--- config.mk ---
export PLATFORM = sky130hd
export DESIGN_NAME = uart_tx
export DESIGN_NICKNAME = d
export VERILOG_FILES = /design/src/rtl/uart_pkg.sv /design/src/rtl/uart_tx_bit_timer.sv /design/src/rtl/uart_tx.sv
export SDC_FILE = /design/constraint.sdc
export NUM_CORES = 1
export LEC_CHECK = 0
export CAP_MARGIN = 20
export CORE_MARGIN = 2
export CORE_UTILIZATION = 54
export DETAILED_ROUTE_END_ITERATION = 10
export PLACE_DENSITY_LB_ADDON = 0.3
export REMOVE_ABC_BUFFERS = 1
export SYNTH_ARGS = -nofsm -noshare
export SYNTH_HDL_FRONTEND = slang
export SYNTH_SLANG_ARGS = --single-unit
--- constraint.sdc ---
create_clock -name clk -period 3 [get_ports clk]
set_clock_uncertainty 0.05 [all_clocks]
set_input_delay 0.45 -clock clk [delete_from_list [all_inputs] [get_ports clk]]
set_output_delay 0.45 -clock clk [all_outputs]
set_load 0.05 [all_outputs]
--- src/rtl/uart_pkg.sv ---
// ---------------------------------------------------------------------------
// uart_pkg
// Shared UART definitions used by both the transmitter and the receiver.
//   DATA_WIDTH      : data bits per frame
//   PRESCALE_WIDTH  : width of the Prescale (clk cycles per bit) input
//   BIT_CNT_W       : width of a counter indexing the data bits
//   tx_state_e      : transmitter FSM encoding
//   PAR_EVEN/PAR_ODD: PAR_TYP encodings
// ---------------------------------------------------------------------------
package uart_pkg;

   localparam int DATA_WIDTH     = 8;
   localparam int PRESCALE_WIDTH = 6;
   localparam int BIT_CNT_W      = $clog2(DATA_WIDTH);

   localparam logic PAR_EVEN = 1'b0;
   localparam logic PAR_ODD  = 1'b1;

   typedef enum logic [2:0] {
      ST_IDLE   = 3'd0,
      ST_START  = 3'd1,
      ST_DATA   = 3'd2,
      ST_PARITY = 3'd3,
      ST_STOP   = 3'd4
   } tx_state_e;

endpackage

--- src/rtl/uart_tx_bit_timer.sv ---
// ---------------------------------------------------------------------------
// uart_tx_bit_timer
// Bit-period timing for the UART transmitter. An edge counter runs
// 0..prescale_i-1 and wraps; each wrap raises bit_done_o for one cycle and
// advances the bit counter.
//   clk_i        : oversampling clock
//   rst_ni       : asynchronous active-low reset
//   en_i         : counting enable; when low both counters are held at 0
//   clr_i        : on a wrap, restart the bit counter at 0 instead of +1
//   prescale_i   : clk cycles per bit (latched copy from the FSM)
//   bit_done_o   : last cycle of the current bit period
//   bit_cnt_o    : number of completed bits since the last clear
// ---------------------------------------------------------------------------
module uart_tx_bit_timer
   import uart_pkg::*;
(
   input  logic                      clk_i,
   input  logic                      rst_ni,
   input  logic                      en_i,
   input  logic                      clr_i,
   input  logic [PRESCALE_WIDTH-1:0] prescale_i,
   output logic                      bit_done_o,
   output logic [BIT_CNT_W-1:0]      bit_cnt_o
);

   logic [PRESCALE_WIDTH-1:0] edge_q, edge_d;
   logic [BIT_CNT_W-1:0]      bit_q,  bit_d;

   assign bit_done_o = en_i && (edge_q == (prescale_i - PRESCALE_WIDTH'(1)));
   assign bit_cnt_o  = bit_q;

   always_comb begin
      edge_d = edge_q;
      bit_d  = bit_q;
      if (!en_i) begin
         edge_d = '0;
         bit_d  = '0;
      end else if (bit_done_o) begin
         edge_d = '0;
         bit_d  = clr_i ? '0 : bit_q + BIT_CNT_W'(1);
      end else begin
         edge_d = edge_q + PRESCALE_WIDTH'(1);
      end
   end

   always_ff @(posedge clk_i or negedge rst_ni) begin
      if (!rst_ni) begin
         edge_q <= '0;
         bit_q  <= '0;
      end else begin
         edge_q <= edge_d;
         bit_q  <= bit_d;
      end
   end

endmodule

--- src/rtl/uart_tx.sv ---
// ---------------------------------------------------------------------------
// uart_tx
// UART transmitter: start bit, DATA_WIDTH data bits LSB first, optional
// parity bit, one stop bit. Each bit lasts Prescale clk cycles.
//   clk        : oversampling clock (rising edge)
//   rst        : asynchronous active-low reset
//   P_DATA     : parallel word to send
//   Data_Valid : request strobe, accepted only while idle
//   PAR_EN     : 1 inserts a parity bit after the data
//   PAR_TYP    : 0 even parity, 1 odd parity
//   Prescale   : clk cycles per bit (4..63)
//   TX_OUT     : registered serial line, idle high
//   busy       : registered, high while a frame is in flight
// ---------------------------------------------------------------------------
module uart_tx
   import uart_pkg::*;
(
   input  logic                      clk,
   input  logic                      rst,
   input  logic [DATA_WIDTH-1:0]     P_DATA,
   input  logic                      Data_Valid,
   input  logic                      PAR_EN,
   input  logic                      PAR_TYP,
   input  logic [PRESCALE_WIDTH-1:0] Prescale,
   output logic                      TX_OUT,
   output logic                      busy
);

   tx_state_e                 state_q, state_d;
   logic [DATA_WIDTH-1:0]     data_q;
   logic                      par_en_q, par_typ_q;
   logic [PRESCALE_WIDTH-1:0] prescale_q;
   logic                      tx_q, tx_d;
   logic                      busy_q, busy_d;
   logic                      armed_q;
   logic                      accept;
   logic                      timer_clr;
   logic                      bit_done;
   logic [BIT_CNT_W-1:0]      bit_cnt;
   logic [BIT_CNT_W-1:0]      nxt_idx;
   logic                      par_bit;

   // Bit counter is cleared on leaving START, so inside DATA it indexes the
   // data bit currently on the line.
   uart_tx_bit_timer u_timer (
      .clk_i      (clk),
      .rst_ni     (rst),
      .en_i       (state_q != ST_IDLE),
      .clr_i      (timer_clr),
      .prescale_i (prescale_q),
      .bit_done_o (bit_done),
      .bit_cnt_o  (bit_cnt)
   );

   assign nxt_idx = bit_cnt + BIT_CNT_W'(1);
   assign par_bit = (par_typ_q == PAR_ODD) ? ~(^data_q) : (^data_q);

   // Outputs are registered, so the mux looks at the bit that will be on the
   // line after this edge rather than the current one.
   always_comb begin
      state_d   = state_q;
      tx_d      = tx_q;
      busy_d    = busy_q;
      accept    = 1'b0;
      timer_clr = 1'b0;
      unique case (state_q)
         ST_IDLE: begin
            tx_d   = 1'b1;
            busy_d = 1'b0;
            // armed_q blocks a request in the cycle reset is released.
            if (Data_Valid && armed_q) begin
               accept  = 1'b1;
               state_d = ST_START;
               tx_d    = 1'b0;
               busy_d  = 1'b1;
            end
         end
         ST_START: begin
            if (bit_done) begin
               state_d   = ST_DATA;
               tx_d      = data_q[0];
               timer_clr = 1'b1;
            end
         end
         ST_DATA: begin
            if (bit_done) begin
               if (bit_cnt == BIT_CNT_W'(DATA_WIDTH - 1)) begin
                  timer_clr = 1'b1;
                  if (par_en_q) begin
                     state_d = ST_PARITY;
                     tx_d    = par_bit;
                  end else begin
                     state_d = ST_STOP;
                     tx_d    = 1'b1;
                  end
               end else begin
                  tx_d = data_q[nxt_idx];
               end
            end
         end
         ST_PARITY: begin
            if (bit_done) begin
               state_d   = ST_STOP;
               tx_d      = 1'b1;
               timer_clr = 1'b1;
            end
         end
         ST_STOP: begin
            if (bit_done) begin
               state_d   = ST_IDLE;
               tx_d      = 1'b1;
               busy_d    = 1'b0;
               timer_clr = 1'b1;
            end
         end
         default: begin
            state_d = ST_IDLE;
            tx_d    = 1'b1;
            busy_d  = 1'b0;
         end
      endcase
   end

   always_ff @(posedge clk or negedge rst) begin
      if (!rst) begin
         state_q    <= ST_IDLE;
         tx_q       <= 1'b1;
         busy_q     <= 1'b0;
         armed_q    <= 1'b0;
         data_q     <= '0;
         par_en_q   <= 1'b0;
         par_typ_q  <= PAR_EVEN;
         prescale_q <= '0;
      end else begin
         state_q <= state_d;
         tx_q    <= tx_d;
         busy_q  <= busy_d;
         armed_q <= 1'b1;
         if (accept) begin
            data_q     <= P_DATA;
            par_en_q   <= PAR_EN;
            par_typ_q  <= PAR_TYP;
            prescale_q <= Prescale;
         end
      end
   end

   assign TX_OUT = tx_q;
   assign busy   = busy_q;

endmodule

# Word level (Yosys, flattened, before mapping)
# Cells that the tools add are included.
dict set report classes {
  reduce_logical 11
  eq_ne 14
  mux 31
  n_addsub 3
  n_lt_le_gt_ge 1
  bitwise_logic 2
}
# operator n
set op_table {}
lappend op_table {{$mux W3} 10}
lappend op_table {{$pmux W3 S5} 1}
lappend op_table {{$mux W1} 14}
lappend op_table {{$ne A2 B2 Y1 const B} 7}
lappend op_table {{$mux W6} 2}
lappend op_table {{$reduce_xor A8 Y1} 1}
lappend op_table {{$add A6 B1 Y6 const B} 1}
lappend op_table {{$eq A3 B2 Y1 const B} 2}
lappend op_table {{$eq A3 B3 Y1 const B} 2}
lappend op_table {{$eq A6 B6 Y1} 1}
lappend op_table {{$reduce_and A6 Y1} 1}
lappend op_table {{$reduce_or A3 Y1} 2}
lappend op_table {{$sub A6 B1 Y6 const B} 1}
lappend op_table {{$lt A3 B4 Y1 const B} 1}
lappend op_table {{$pmux W1 S4} 1}
lappend op_table {{$add A3 B1 Y3 const B} 1}
lappend op_table {{$bmux W1 S3} 1}
lappend op_table {{$eq A3 B1 Y1 const B} 1}
lappend op_table {{$logic_not A3 Y1} 1}
lappend op_table {{$pmux W1 S3} 1}
lappend op_table {{$reduce_and A3 Y1} 1}
lappend op_table {{$reduce_bool A3 Y1} 1}
lappend op_table {{$logic_and A1 B1 Y1} 2}
lappend op_table {{$ne A2 B1 Y1 const B} 1}
lappend op_table {{other kinds (4)} 5}
dict set report word_totals {
  reg_bits 31
  word_cells 72
}

# Longest topological paths before layout
# Gate-level depths: netlist (run 1).
dict set report depth {
  depth_word 8
  ltp_mapped 9
  mapped_depth_nobuf 8
}

# Modules after synthesis
# Synthesis (run 1) repeated with hierarchy kept, for this count alone.
dict set report unflattened {
  cells_unflattened 155
  area_unflattened_um2 1737.9
}
# module cells_each area_per_inst_um2 instances
set by_module_without_submodules {}
lappend by_module_without_submodules {uart_tx 91 1139.8 1}
lappend by_module_without_submodules {uart_tx_bit_timer 64 598.1 1}

# Worst setup path before layout (run 1)
# OpenSTA, ideal clock, no wires.
dict set report synth_timing {
  path_type {flip-flop to flip-flop}
  startpoint {register, netlist name u_timer.bit_cnt_o[0]}
  endpoint {register data_q[0]}
  setup_time_ps 125
  required_time_ps 2825
  synth_period_minus_slack_ps 2419
  arrival_ps 2245
  path_slack_ps 581
  path_stages_with_launch 8
  cell_sequence {dfrtp_1 -> ha_1 -> mux4_2 -> nand2b_1 -> a31oi_1 -> nand2_1 -> buf_2 -> mux2_2}
}
# element line
set synth_rtl {}
lappend synth_rtl {{end signal: assignment} uart_tx.sv:130} ;# data_q <= '0;
lappend synth_rtl {{end signal: assignment} uart_tx.sv:140} ;# data_q <= P_DATA;
lappend synth_rtl {{end: declaration} uart_tx.sv:30} ;# logic [DATA_WIDTH-1:0] data_q;

==> run_results.csv, run 1 <==
group,metric,value,unit
clock_network,cts.sinks,31,
sta,fin_crit,2.624,ns
sta,slew_viol_final,0,
clock_network,cts_hold_buf,0,
route,drtAntennaViolNets,0,
route,drt_iter0_markers,21,
route,routed_via_density,5.577,
synth,synth.avg_cell_area,11.89,sq um
power,netSwitchingFraction,21.00,%
finish,num_antenna_cells,0,
clock_network,clkTransAtPathRegs,0.09,ns
route,post_drt_wl_per_cell,14.05,microns
synth,synthArstFlopShare,100.0,%
sta,final-setup-viol-count,0,
global_route,gr-total-overflow,0,
route,via_count,1121,
floorplanning,rows,20,
sta,finalHoldViolCount,0,
clock_network,clock_path_buffers,2,
power,switchingPower,0.1416,mW
synth,synth_top_cell_area_share,45.11,%
synth,syn_area,1664,sq um
synth,synth.area.top_cells,"dfrtp_1 (45%), mux2_2 (12%), xnor2_1 (7.4%)",
setup_path,worstPathRequired,3.17,ns
finish,final_net_count,190,
power,pwr-share-clk,33.2,%
run,maxCapViolCount,0,
route,postRouteWirelength,2824,microns
synth,ys_seq_elements,31,
clock_network,post-cts-setup-buffers,0,
floorplanning,start_util,55.42,%
placement,gp_congestion,0.7721,
finish,final_common_cell,"dfrtp_1",
synth,ys.flop_type,"dfrtp_1",
global_route,grt_max_degree,19,
setup_path,arrival,2.80,ns
synth,ys_warn_count,0,
synth,synth-edff-count,0,
sta,finalSetupTns,0,ns
clock_network,htree_levels,2,
setup_path,crit_chain,"ha_1 > mux4_2 > nand2b_1 > a31oi_1 > nand2_1 > buf_4 > mux2_2",
clock_network,clk_latency,0.33,ns
sta,fmaxAchievable,0.3811,GHz
setup_path,path_max_fanout,10,
power,p_seq_share,62.1,%
sta,min_period_over_period,87.47,%
global_route,grt_antenna_before_repair,0,
synth,syn_inst,140,
finish,fillCellCount,253,
global_route,grt_first_pass_wirelength,4823,microns
placement,post_dp_cell_area,1914,sq um
floorplanning,fp.dieH,59.51,microns
placement,io_buffers,20,
setup_path,start_kind,"flop",
route,firstDrtPassIters,4,
power,ir_drop,0.0002377,V
finish,syn2layout_area_growth,17.97,%
clock_network,cts_root_buf,"clkbuf_4",
setup_path,crit_type,"flop to flop",
finish,fin_area,1963,sq um
global_route,grt_pass1_vias,1167,
sta,max-slew-margin-rel,58.84,%
synth,ys_seq_area_share,46.69,%
setup_path,crit_path_top_delay_cell,"mux4_2",
floorplanning,die_area,3541,sq um
clock_network,cts_made_buffers,5,
finish,drive_gt1_share,20.24,%
status,outcome,"completed",
power,powerDensity,343.5,nW/um^2
floorplanning,die_w,59.51,microns
clock_network,tritoncts,"built",
power,leakage,0.8804,nW
sta,rsz0062_at_grt,"no",
route,drcViolationCount,0,
setup_path,critPathMaxStageDelay,0.50,ns
global_route,grt.total_usage,18.86,%
power,intPower,0.5327,mW
sta,tightest_slew,0.6121,ns
synth,synth.distinct_cells,42,
setup_path,end_kind,"flop",
finish,final_cell_mix,"dfrtp_1 (30), clkdlybuf4s50_1 (20), mux2_2 (17), xnor2_1 (14), nor2_1 (12)",
power,pwr-share-comb,4.8,%
power,finalPower,0.6743,mW
clock_network,post_cts_resized,0,
synth,synth_top_area_cell,"dfrtp_1",
floorplanning,coreArea,3003,sq um
placement,hpwl,2201,microns
worst_hold_path,hp-class,"input pin to asynchronous set/reset pin",
floorplanning,io_pins,21,
==> metal layers <==
layer | global-route usage (%) | vias up | part of all wire [%]
li1 | - | 553 | -
met1 | 20.08 | 541 | 40
met2 | 32.81 | 20 | 52
met3 | 6.987 | 7 | 5.4
met4 | 8.889 | 0 | 2.3
met5 | 0 | - | 0
==> kinds of logic after synthesis <==
| group | synth area share [%] |
|---|---|
| DFF | 46.69 |
| buffers and inverters | 1.955 |
| AOI/OAI and AO/OA | 11.81 |
| muxes | 14.66 |
| adders and majority gates | 3.008 |
| other | 0.2253 |
| and+or+nand+nor | 10.83 |
| xor gates and xnor gates | 10.83 |
==> metrics by stage <==
stage / util (%) / hold slack, ns / setup WS (ns) / instances
final: 65.38 / 0.4449 / 0.3758 / 201
after global routing: 65.38 / 0.4742 / 0.2161 / 201
after global placement: 63.75 / 0.4445 / 0.4596 / 193
after CTS: 65.38 / 0.4570 / 0.3443 / 201
after floorplan: - / 0.1044 / 0.4896 / 137
after detailed placement: 63.75 / 0.4489 / 0.3731 / 193
==> critical path, delay by kind of cell, from the launching register on <==
family | cells | cell delay [ns]
mux | 2 | 0.78
compound gates | 1 | 0.15
simple gates | 2 | 0.42
buf+inv | 1 | 0.28
fa+ha+maj | 1 | 0.38
flops | 1 | 0.46
==> power by group through the flow <==
stage	logic [mW]	registers, mW	clock network, mW
final	0.0321	0.419	0.224
after global routing	0.0352	0.419	0.256
after CTS	0.0333	0.419	0.234
after detailed placement	0.0333	0.427	0
after global placement	0.0323	0.427	0
after floorplan	0.000648	0.427	0
==> worst paths after layout <==
path / cells after the start / slack (ns) / end / startpoint
worst max-delay path: 7 / 0.38 / data_q[7]$_DFFE_PN0P_ / u_timer.bit_cnt_o[0]$_DFFE_PN0P_
worst min-delay path: 1 / 0.44 / state_q[1]$_DFFE_PN0P_ / rst
worst max register to register: 7 / 0.38 / data_q[7]$_DFFE_PN0P_ / u_timer.bit_cnt_o[0]$_DFFE_PN0P_
worst min register to register: 1 / 0.48 / u_timer.bit_cnt_o[1]$_DFFE_PN0P_ / u_timer.bit_cnt_o[1]$_DFFE_PN0P_
max in group asynchronous: 2 / 1.78 / u_timer.edge_q[5]$_DFF_PN0_ / rst
min in group clk: 1 / 0.48 / u_timer.bit_cnt_o[1]$_DFFE_PN0P_ / u_timer.bit_cnt_o[1]$_DFFE_PN0P_
==> synth_stat cells (all sizes together) (2+ instances only) <==
cell type  number
a22o            2
mux2           17
mux2i           3
nor2           12
inv             5
nor3            2
buf             3
or3             2
nand2b          2
nand3           5
a21oi           5
nand2           4
dfrtp          30
o21a            3
nor2b           2
xnor2          14
ha              4
or3b            2
xor2            4
==> final cells by class <==
type / instances / area (sq um) / share of cell area, %
Multi-Input combinational cell: 101 / 854.6 / 43.53
Sequential cell: 31 / 777.0 / 39.58
Timing Repair Buffer: 23 / 222.7 / 11.34
Clock buffer: 8 / 48.80 / 2.486
Tap cell: 33 / 41.29 / 2.103
Inverter: 5 / 18.77 / 0.9560
==> sequential cells by signal, summed over array words and instances, names as in the netlist <==
register           flops
u_timer.edge_q         6
busy                   1
par_typ_q              1
u_timer.bit_cnt_o      3
data_q                 8
state_q                3
prescale_q             6
armed_q                1
par_en_q               1
TX_OUT                 1
(Power assumes the default switching activity.)
==> run 2, diff against run 1 <==
- CORE_UTILIZATION: 54 -> 27
- CTS_BUF_LIST: default -> sky130_fd_sc_hd__clkbuf_16
- SYNTH_HIERARCHICAL: default -> 1
==> run_results.csv, run 2 <==
group,metric,value,unit
synth,synth_top_cell_area_share,43.20,%
power,leakage,0.9344,nW
finish,syn2layout_area_growth,23.97,%
synth,ys_seq_area_share,44.71,%
worst_hold_path,hp-class,"flop to flop",
route,postRouteWirelength,3161,microns
power,finalPower,2.267,mW
sta,tightest_slew,0.6617,ns
worst_hold_path,whs_path_depth,1,
route,drcViolationCount,0,
floorplanning,io_pins,21,
synth,syn_inst,155,
sta,finalSetupTns,0,ns
route,firstDrtPassIters,4,
finish,final_common_cell,"dfrtp_1",
floorplanning,rows,29,
finish,fillCellCount,637,
setup_path,worstReg2RegStart,"prescale_q[0]$_DFFE_PN0P_",
global_route,gr-total-overflow,0,
synth,synth_top_area_cell,"dfrtp_1",
floorplanning,die_area,7095,sq um
sta,rsz0062_at_grt,"no",
finish,reg.largest.list,"data_q: 8 flops, prescale_q: 6 flops, u_timer/edge_q: 6 flops",
synth,synth.distinct_cells,42,
power,pwr-share-clk,21.0,%
finish,largest_reg_flops,8,
sta,final-setup-viol-count,0,
global_route,grt_first_pass_wirelength,5602,microns
clock_network,cts.sinks,31,
synth,syn_area,1738,sq um
setup_path,crit_path_top_delay_cell,"dfrtp_1",
setup_path,path_max_fanout,7,
finish,instances_no_fill,258,
setup_path,worstPathRequired,3.10,ns
power,p_seq_share,35.7,%
setup_path,critPathMaxStageDelay,0.43,ns
global_route,grt.total_usage,9.950,%
global_route,grt_pass1_vias,1184,
global_route,grt_max_degree,32,
sta,slew_viol_final,0,
sta,fin_crit,2.621,ns
clock_network,clk_latency,0.27,ns
route,routed_via_density,4.729,
setup_path,critPathBufInv,1,
status,outcome,"completed",
synth,ys.flop_type,"dfrtp_1",
synth,synthArstFlopShare,100.0,%
synth,ys_seq_elements,31,
clock_network,post_cts_resized,0,
clock_network,htree_levels,2,
setup_path,start_kind,"flop",
synth,synth-edff-count,0,
power,switchingPower,0.8177,mW
synth,synth.avg_cell_area,11.21,sq um
setup_path,crit_path_frequent_cell,"nor2_1",
floorplanning,die_w,84.23,microns
synth,synthMostInstantiatedCell,"dfrtp_1",
clock_network,cts_made_buffers,5,
global_route,grt_antenna_before_repair,0,
power,netSwitchingFraction,36.07,%
finish,max_flop_register,"data_q",
finish,num_antenna_cells,0,
sta,fmaxAchievable,0.3815,GHz
placement,io_buffers,20,
route,drtAntennaViolNets,0,
setup_path,crit_family,"simple AND/OR/NAND/NOR gates",
clock_network,clock_path_buffers,2,
setup_path,reg2reg_to,"u_timer/bit_cnt_o[2]$_DFFE_PN0P_",
power,ir_drop,0.0004533,V
worst_hold_path,hp-start,"u_timer/edge_q[0]$_DFF_PN0_",
sta,min_period_over_period,87.37,%
clock_network,tritoncts,"built",
clock_network,cts_hold_buf,0,
synth,ys_warn_count,6,
finish,final_cell_mix,"dfrtp_1 (30), clkdlybuf4s50_1 (20), mux2_2 (16), nor2_1 (16)",
floorplanning,fp.dieH,84.23,microns
clock_network,cts_root_buf,"clkbuf_16",
route,via_count,1220,
setup_path,rr_worst_depth,12,
setup_path,crit_type,"flop to flop",
worst_hold_path,worstHoldEndpoint,"u_timer/edge_q[0]$_DFF_PN0_",
sta,max-slew-margin-rel,55.42,%
setup_path,crit_chain,"inv_1 > ha_1 > nand2b_1 > o211a_1 > o31a_1 > or2_1 > nor2_1 > and3_1 > nor2_1 > nand3_1 > nor3_1 > a311o_1",
sta,finalHoldViolCount,0,
placement,dp_cells,250,
finish,multiInputGateArea,907.1,sq um
synth,synth.top_cells.by_count,"dfrtp_1 (30), mux2_2 (16), nor2_1 (16)",
placement,gp_congestion,0.7717,
route,post_drt_wl_per_cell,12.25,microns
finish,final_net_count,204,
power,pwr-share-comb,43.3,%
setup_path,end_kind,"flop",
finish,drive_gt1_share,18.23,%
placement,hpwl,2225,microns
floorplanning,start_util,27.69,%
floorplanning,coreArea,6277,sq um
setup_path,arrival,2.73,ns
route,drt_iter0_markers,42,
power,intPower,1.449,mW
clock_network,post-cts-setup-buffers,0,
clock_network,clkTransAtPathRegs,0.05,ns
run,maxCapViolCount,0,
finish,seqCellArea,777.0,sq um
synth,synth.area.top_cells,"dfrtp_1 (43%), mux2_2 (10%), xnor2_1 (5.0%)",
setup_path,rrSetupSlack,0.38,ns
power,powerDensity,1052,nW/um^2
run 2: cell types whose count changed in the layout (fill, tap and decap cells not counted), moves of 3 or more:
cell | previous run | this run
o21ai_0 | 1 | 10
clkbuf_16 | 0 | 5
clkbuf_4 | 5 | 0
a21oi_1 | 4 | 8
nor2_1 | 12 | 16
xnor2_1 | 14 | 10
clkbuf_1 | 3 | 0
clkinv_2 | 0 | 3
nand2_1 | 4 | 7
o21a_1 | 3 | 0
run 2: kinds of logic (layout without fill, tap and decap cells):
group | Yosys count | after routing | share of synthesized area [%]
simple gates | 48 | 48 | 16.49
flops | 31 | 31 | 44.71
compound gates | 25 | 25 | 8.784
mux | 19 | 19 | 13.75
xor+xnor | 17 | 17 | 9.359
buf+inv | 9 | 35 | 3.096
fa+ha+maj | 5 | 5 | 3.600
other cells | 1 | 1 | 0.2158
run 2: worst max path at each step:
stage	from	endpoint	slack, ns	cells after the start
finish	prescale_q[0]$_DFFE_PN0P_	u_timer/bit_cnt_o[2]$_DFFE_PN0P_	0.38	12
global route	prescale_q[0]$_DFFE_PN0P_	u_timer/bit_cnt_o[2]$_DFFE_PN0P_	0.18	12
CTS	prescale_q[0]$_DFFE_PN0P_	u_timer/bit_cnt_o[2]$_DFFE_PN0P_	0.39	12
detailed placement	prescale_q[0]$_DFFE_PN0P_	u_timer/bit_cnt_o[2]$_DFFE_PN0P_	0.38	12
global placement	prescale_q[0]$_DFFE_PN0P_	u_timer/bit_cnt_o[2]$_DFFE_PN0P_	0.45	12
floorplan	prescale_q[0]$_DFFE_PN0P_	u_timer/bit_cnt_o[2]$_DFFE_PN0P_	0.45	12
run 2: cell type report:
type | instances | area share [%]
multi-input combinational | 115 | 42.10
sequential | 31 | 36.06
timing repair buffer | 22 | 9.988
clock buffer | 5 | 5.807
tap | 77 | 4.472
inverter | 5 | 0.8711
clock inverter | 3 | 0.6969
run 2: worst register-to-register path, delay by kind of cell, from the launching register on:
kind                       cells  cell delay, ns
and+or+nand+nor                7            0.97
AOI/OAI and AO/OA              3            0.75
DFF                            1            0.43
adders and majority gates      1            0.24
buffers and inverters          1            0.07
run 2: power by group through the flow:
stage	Clock, mW	Combinational [mW]	Sequential, mW
detailed placement	0	0.992	0.821
finish	0.477	0.982	0.808
CTS	0.496	0.998	0.812
global route	0.517	1.09	0.845
floorplan	0	0.775	0.807
global placement	0	0.989	0.817
run 2: layer usage:
metal / GRT usage (%) / up-vias / part of all wire, %
li1: - / 598 / -
met1: 12.87 / 594 / 47
met2: 15.58 / 25 / 47
met3: 3.048 / 3 / 4.3
met4: 3.959 / 0 / 0.98
met5: 0 / - / 0
run 2: metrics by stage:
step,cell area (sq um),utilization (%),hold slack [ns],setup slack (ns)
finish,2155,34.32,0.4723,0.3789
global route,2155,34.32,0.4987,0.1776
global placement,2014,32.09,0.4708,0.4544
CTS,2155,34.32,0.4741,0.3850
detailed placement,2014,32.09,0.4660,0.3823
floorplan,1703,-,0.1044,0.4525
==> variant 1: new RTL, settings of run 2 <==
Add an input register stage for `P_DATA`, `Data_Valid`, `PAR_EN`, `PAR_TYP` and `Prescale`, with the module's reset; this delays them by one clock. Comments in the files are not updated.
--- a/src/rtl/uart_tx.sv
+++ b/src/rtl/uart_tx.sv
@@ -27,2 +27,24 @@
 );
+
+   logic [DATA_WIDTH-1:0] P_DATA_q;
+   logic Data_Valid_q;
+   logic PAR_EN_q;
+   logic PAR_TYP_q;
+   logic [PRESCALE_WIDTH-1:0] Prescale_q;
+
+   always_ff @(posedge clk or negedge rst) begin
+      if (!rst) begin
+         P_DATA_q     <= '0;
+         Data_Valid_q <= '0;
+         PAR_EN_q     <= '0;
+         PAR_TYP_q    <= '0;
+         Prescale_q   <= '0;
+      end else begin
+         P_DATA_q     <= P_DATA;
+         Data_Valid_q <= Data_Valid;
+         PAR_EN_q     <= PAR_EN;
+         PAR_TYP_q    <= PAR_TYP;
+         Prescale_q   <= Prescale;
+      end
+   end
 
@@ -70,3 +92,3 @@
             // armed_q blocks a request in the cycle reset is released.
-            if (Data_Valid && armed_q) begin
+            if (Data_Valid_q && armed_q) begin
                accept  = 1'b1;
@@ -139,6 +161,6 @@
          if (accept) begin
-            data_q     <= P_DATA;
-            par_en_q   <= PAR_EN;
-            par_typ_q  <= PAR_TYP;
-            prescale_q <= Prescale;
+            data_q     <= P_DATA_q;
+            par_en_q   <= PAR_EN_q;
+            par_typ_q  <= PAR_TYP_q;
+            prescale_q <= Prescale_q;
          end
Function: changed (Yosys sat finds a counterexample within 4 cycles, from zero or initial values and one cycle with rst low).
==> variant 1 against run 2 <==
  * Sequential power is 29% higher
  * Sequential cell count is 17 higher
  * Fmax is 5.7% lower
  * Worst setup slack worse by 0.16 ns
  * Final area is 23% higher
  * Total power is 13% higher
  * First-iteration DRC count is 45% higher
  * Routed wire length is 11% higher
  * Synthesized area is 25% higher
  * Via count is 8.3% higher
  * Clock power is 12% higher
  * Critical endpoint is now state_q[0]$_DFFE_PN0P_
  * Largest cell class is now registers
  * Largest power group is now registers
==> variant 1: results (changes against run 2) <==
Yosys
The compound-cell area share of the yosys netlist was 9.10% (+0.32 points). After synthesis, the most frequently instantiated cells are dfrtp_1, mux2_2, nor2_1, nand2_1, xnor2_1. After synthesis, the cell types taking the most area are dfrtp_1, mux2_2, xnor2_1. The number of distinct library cell variants in the gate-level netlist after synthesis was 50 (+19%). The parity-gate share of the synthesized area counting xor and xnor cells is 7.83% (-1.5 points). The gate count after technology mapping came to 172 (+11%). The mux cell area share after synthesis is 10.5% (-3.3 points).

The post-synthesis sequential area ratio came to 55.4% (+11 points). The area share of fa/ha/maj cells after synthesis is 2.88% (-0.72 points).

Outcome
The run finished with clean final reports.

Global routing
The largest net degree at the start of global routing is 49 (+53%). The first-pass GRT wire length is 5.90 mm (+5.3%). The total track usage is 8.76% (-1.2 points). The via count of the first global-routing pass was 1238 (+4.6%).

Placed design
The last weighted congestion value of the routability-driven placer is 0.777 (+0.69%). The post-placement worst setup slack is 0.144 ns (-0.238 ns). The total instance count after detailed placement is 292 (+17%). The HPWL reported at the end of detailed placement is 2.45 mm (+10%). The count of port buffers added during placement was 20 (unchanged).

Critical path
The maximum fanout along the worst path is 7 (unchanged). STA classifies the critical path startpoint as a flip-flop. The arrival time at the worst endpoint is 2.95 ns (+0.22 ns).

Detailed routing
The final routed wirelength across all metal layers came to 3.51 mm (+11%). The iteration count of the initial detailed-routing pass was 5 (+1). The first-iteration detailed-routing DRC count is 61 (+45%). The detailed-route vias per instance was 4.39 (-7.2%). The average wire length per cell after detail routing is 11.7 um (-4.7%).

Timing
The max-slew headroom at the worst pin came to 52.7% (-2.7 points).

Final layout
The layout cell share with drive strength beyond 1 is 17.1% (-1.1 points). The layout net count is 222 (+8.8%). In the final layout, the registers with the most flip-flops are P_DATA_q: 8 flops, data_q: 8 flops.

Clock network
The clock latency of the later-clocked register in the worst-skew pair is between 0.2 and 0.3 ns. The count of H-tree levels built during CTS is 2 (unchanged). The number of hold buffers added after cts is 0 (unchanged). The clock slew at the register clock pins of the worst setup and hold paths is 0.07 ns (+0.02 ns). The clock tree buffer depth is 2 (unchanged). The total setup buffers inserted after CTS is 0 (unchanged).

Min path
The tightest min-delay check is of the in -> async type.

Pwr
The maximum resistive drop on vdd is 0.272 mV (-40%). The standby leakage power came to 1.13 nW (+21%).
[variant 1: worst paths after layout]
check,to,slack (ns),cells after the start
hold reg to reg,par_en_q$_DFFE_PN0P_,0.40,2
setup / recovery,state_q[0]$_DFFE_PN0P_,0.22,12
min in group clk,par_en_q$_DFFE_PN0P_,0.40,2
hold / removal,u_timer/bit_cnt_o[2]$_DFFE_PN0P_,0.1,1
setup reg to reg,state_q[0]$_DFFE_PN0P_,0.22,12
max in group asynchronous,P_DATA_q[6]$_DFF_PN0_,2.29,2
[variant 1: cell families after synthesis]
family	Yosys count
adders and majority gates	5
other	1
DFF	48
muxes	18
xor gates and xnor gates	17
AOI/OAI and AO/OA	28
and+or+nand+nor	44
buffers and inverters	11
[variant 1: stage by stage]
step,hold WS (ns),cell area [um^2]
2_1_floorplan,0.104,2130
3_3_place_gp,0.388,2470
3_5_place_dp,0.394,2470
4_1_cts,0.358,2610
5_1_grt,0.125,2640
6_report,0.0955,2640
[variant 1: power breakdown]
group          leakage, nW  internal (mW)  switching (mW)  total (mW)
clock               0.0687          0.303           0.229       0.532
sequential           0.585          0.824           0.211        1.04
combinational        0.472          0.532           0.472        1.00
total                 1.13           1.66           0.912        2.57
[variant 1: cell type report]
cell class / instances / area [um^2]
fill: 786 / 5130
sequential: 48 / 1200
multi-input combinational: 113 / 915
timing repair buffer: 23 / 230
tap: 102 / 128
clock buffer: 5 / 125
inverter: 7 / 26.3
clock inverter: 3 / 15.0
[variant 1: routing by layer]
layer,GRT usage (%),up-vias,routed length (um),share of wire [%]
met4,4.35,0,63,1.8
met5,0,-,0,0
met2,13.1,30,1610,46
met3,2.57,4,163,4.6
li1,-,667,-,-
met1,11.6,620,1680,48
[variant 1: repair_timing]
item	4_1_cts	5_1_grt
setup endpoints to repair	0	1
gates resized for setup	0	3
endpoints found under the hold margin	0	0
[variant 1: critical path, cell delays in order (launching register included)]
cell and delay (ns):
dfrtp_1 0.42, inv_1 0.06, ha_1 0.23, nand2b_1 0.17
o211a_1 0.13, o31a_1 0.29, or2_1 0.26, nor2_1 0.15
nor2b_1 0.10, o41ai_2 0.36, nand2_2 0.15, a2111oi_2 0.23
a21o_1 0.12
==> variant 2: new RTL, settings of run 2 <==
Made on the original files. The package constant `DATA_WIDTH` goes from 8 to 16.
--- a/src/rtl/uart_pkg.sv
+++ b/src/rtl/uart_pkg.sv
@@ -11,3 +11,3 @@
 
-   localparam int DATA_WIDTH     = 8;
+   localparam int DATA_WIDTH     = 16;
    localparam int PRESCALE_WIDTH = 6;
Ports: changed (resized P_DATA); port bits go from 21 to 29. No check against the original RTL was run, so the function may have changed too.
==> variant 2 against run 2 <==
  * Sequential cell count grew 9
  * Utilization shrank 0.72 points
  * Routed wire length grew 45%
  * Combinational power grew 58%
  * Largest power group unchanged
  * Critical endpoint is now u_timer/bit_cnt_o[3]$_DFFE_PN0P_
  * Global-route usage grew 0.34 points
  * Worst setup slack lost 0.063 ns
  * Synthesized area grew 35%
  * Total power grew 35%
  * Final area grew 34%
==> variant 2: results (changes against run 2) <==
Yosys
The proportion of register bits with asynchronous set or reset after synthesis is 100% (unchanged). The predominant post-synthesis flop cell is dfrtp_1. Yosys attributes the largest share of cell area to dfrtp_1, mux2_2, xnor2_1. Sorting the synthesized cells by how often they occur yields dfrtp_1, mux2_2, xnor2_1, nand2_1, nor2_1. The area share of fa/ha/maj cells after synthesis is 2.13% (-1.5 points). The post-synthesis sequential area ratio is 42.6% (-2.1 points).

The mux cell area share after synthesis is 16.5% (+2.7 points). The compound-cell area share of the yosys netlist was 10.1% (+1.3 points). The parity-gate share of the synthesized area counting xor and xnor cells was 9.90% (+0.54 points). The number of distinct library cell variants in the gate-level netlist after synthesis is 54 (+29%).

Global routing
The total track usage is 10.3% (+0.34 points). The via count of the first global-routing pass is 1713 (+45%). The largest net degree at the start of global routing was 41 (+28%). The first-pass GRT wire length is 8.05 mm (+44%).

Final layout
The layout cell share with drive strength beyond 1 is 18.5% (+0.29 points). The largest registers in the layout are data_q: 16 flops, prescale_q: 6 flops, u_timer/edge_q: 6 flops. The number of inserted filler cells in the final layout was 882 (+38%). The layout net count was 273 (+34%).

Detailed routing
The iteration count of the initial detailed-routing pass is 4 (unchanged). The detailed-route vias per instance is 4.68 (-0.95%). The first-iteration detailed-routing DRC count is 73 (+74%). The average wire length per cell after detail routing is 13.0 um (+6.3%).

Timing
The total negative slack was 0 ns (unchanged). The max-slew headroom at the worst pin is 38.9% (-17 points).

Pwr
The internal power contribution came to 1.94 mW (+34%). The standby leakage power was 1.17 nW (+25%). The maximum resistive drop on vdd is 0.444 mV (-2.1%).

Critical path
The arrival time at the worst endpoint is 2.79 ns (+0.06 ns). The cell depth of the worst flop-to-flop path is 11 (-1).

Placed design
The last weighted congestion value of the routability-driven placer was 0.796 (+3.1%). The standard cell area after detailed placement came to 2750 um^2 (+36%). The post-placement worst setup slack is 0.216 ns (-0.166 ns). The HPWL reported at the end of detailed placement is 3.34 mm (+50%). The count of port buffers added during placement is 28 (+40%).

Clock network
The clock latency of the later-clocked register in the worst-skew pair is 0.27 ns (about the same). The count of H-tree levels built during CTS is 2 (unchanged). The clock slew at the register clock pins of the worst setup and hold paths is about 0.060 ns.

Outcome
The run finished with clean final reports.

Min path
The worst hold path belongs to the class in -> async.
variant 2: cell types whose count changed after synthesis, moves of 3 or more:
cell,delta
and3_1,+4
clkbuf_1,+4
dfrtp_1,+9
inv_1,+3
mux2_2,+8
nand2_1,+4
nor2_1,-5
xnor2_1,+10
variant 2: cell type report:
| cell class | instances | share of cell area (%) |
|---|---|---|
| clock buffers | 5 | 4.33 |
| repair buffers | 33 | 10.8 |
| inverters | 8 | 1.04 |
| multi-input cells | 154 | 44.0 |
| well taps | 108 | 4.68 |
| flip-flops and latches | 40 | 34.7 |
| clock inverters | 3 | 0.390 |
variant 2: metrics by stage:
stage                     power (mW)  std cells  utilization (%)
after detailed placement        2.61        343             32.0
after global routing            3.33        351             33.6
after floorplan                 2.25        202                -
after CTS                       3.12        351             33.6
after global placement          2.58        343             32.0
final                           3.06        351             33.6
variant 2: critical path: stages (launching register included):
cell      delay (ns)
dfrtp_1         0.43
inv_1           0.06
ha_1            0.23
nand2b_1        0.17
o211a_1         0.13
o31a_1          0.31
or2_0           0.24
nor2_1          0.12
nand2_1         0.08
a21oi_2         0.20
and4b_1         0.22
a311o_1         0.31
variant 2: routing by layer:
metal	track usage, %	up-vias	wire, um
met5	0	-	0
met4	2.56	0	37
met2	16.9	26	2170
met1	13.7	791	2210
li1	-	825	-
met3	2.52	2	160
variant 2: kinds of logic after synthesis:
kind of cell | after synthesis
xor+xnor | 25
other cells | 1
flops | 40
fa+ha+maj | 4
compound gates | 33
buf+inv | 17
mux | 30
simple gates | 61
variant 2: power by group through the flow:
stage               combinational [mW]  clock (mW)  sequential (mW)
floorplan                         1.24           0             1.02
global placement                  1.55           0             1.03
detailed placement                1.57           0             1.04
CTS                               1.58       0.512             1.03
global route                      1.72       0.538             1.07
finish                            1.55       0.490             1.02
variant 2: worst paths after layout:
kind / slack [ns] / startpoint / to
worst max-delay path: 0.32 / prescale_q[0]$_DFFE_PN0P_ / u_timer/bit_cnt_o[3]$_DFFE_PN0P_
worst min-delay path: 0.26 / rst / prescale_q[1]$_DFFE_PN0P_
worst max register to register: 0.32 / prescale_q[0]$_DFFE_PN0P_ / u_timer/bit_cnt_o[3]$_DFFE_PN0P_
worst min register to register: 0.48 / u_timer/edge_q[0]$_DFF_PN0_ / u_timer/edge_q[0]$_DFF_PN0_
max in group asynchronous: 2.07 / rst / data_q[4]$_DFFE_PN0P_
min in group clk: 0.48 / u_timer/edge_q[0]$_DFF_PN0_ / u_timer/edge_q[0]$_DFF_PN0_
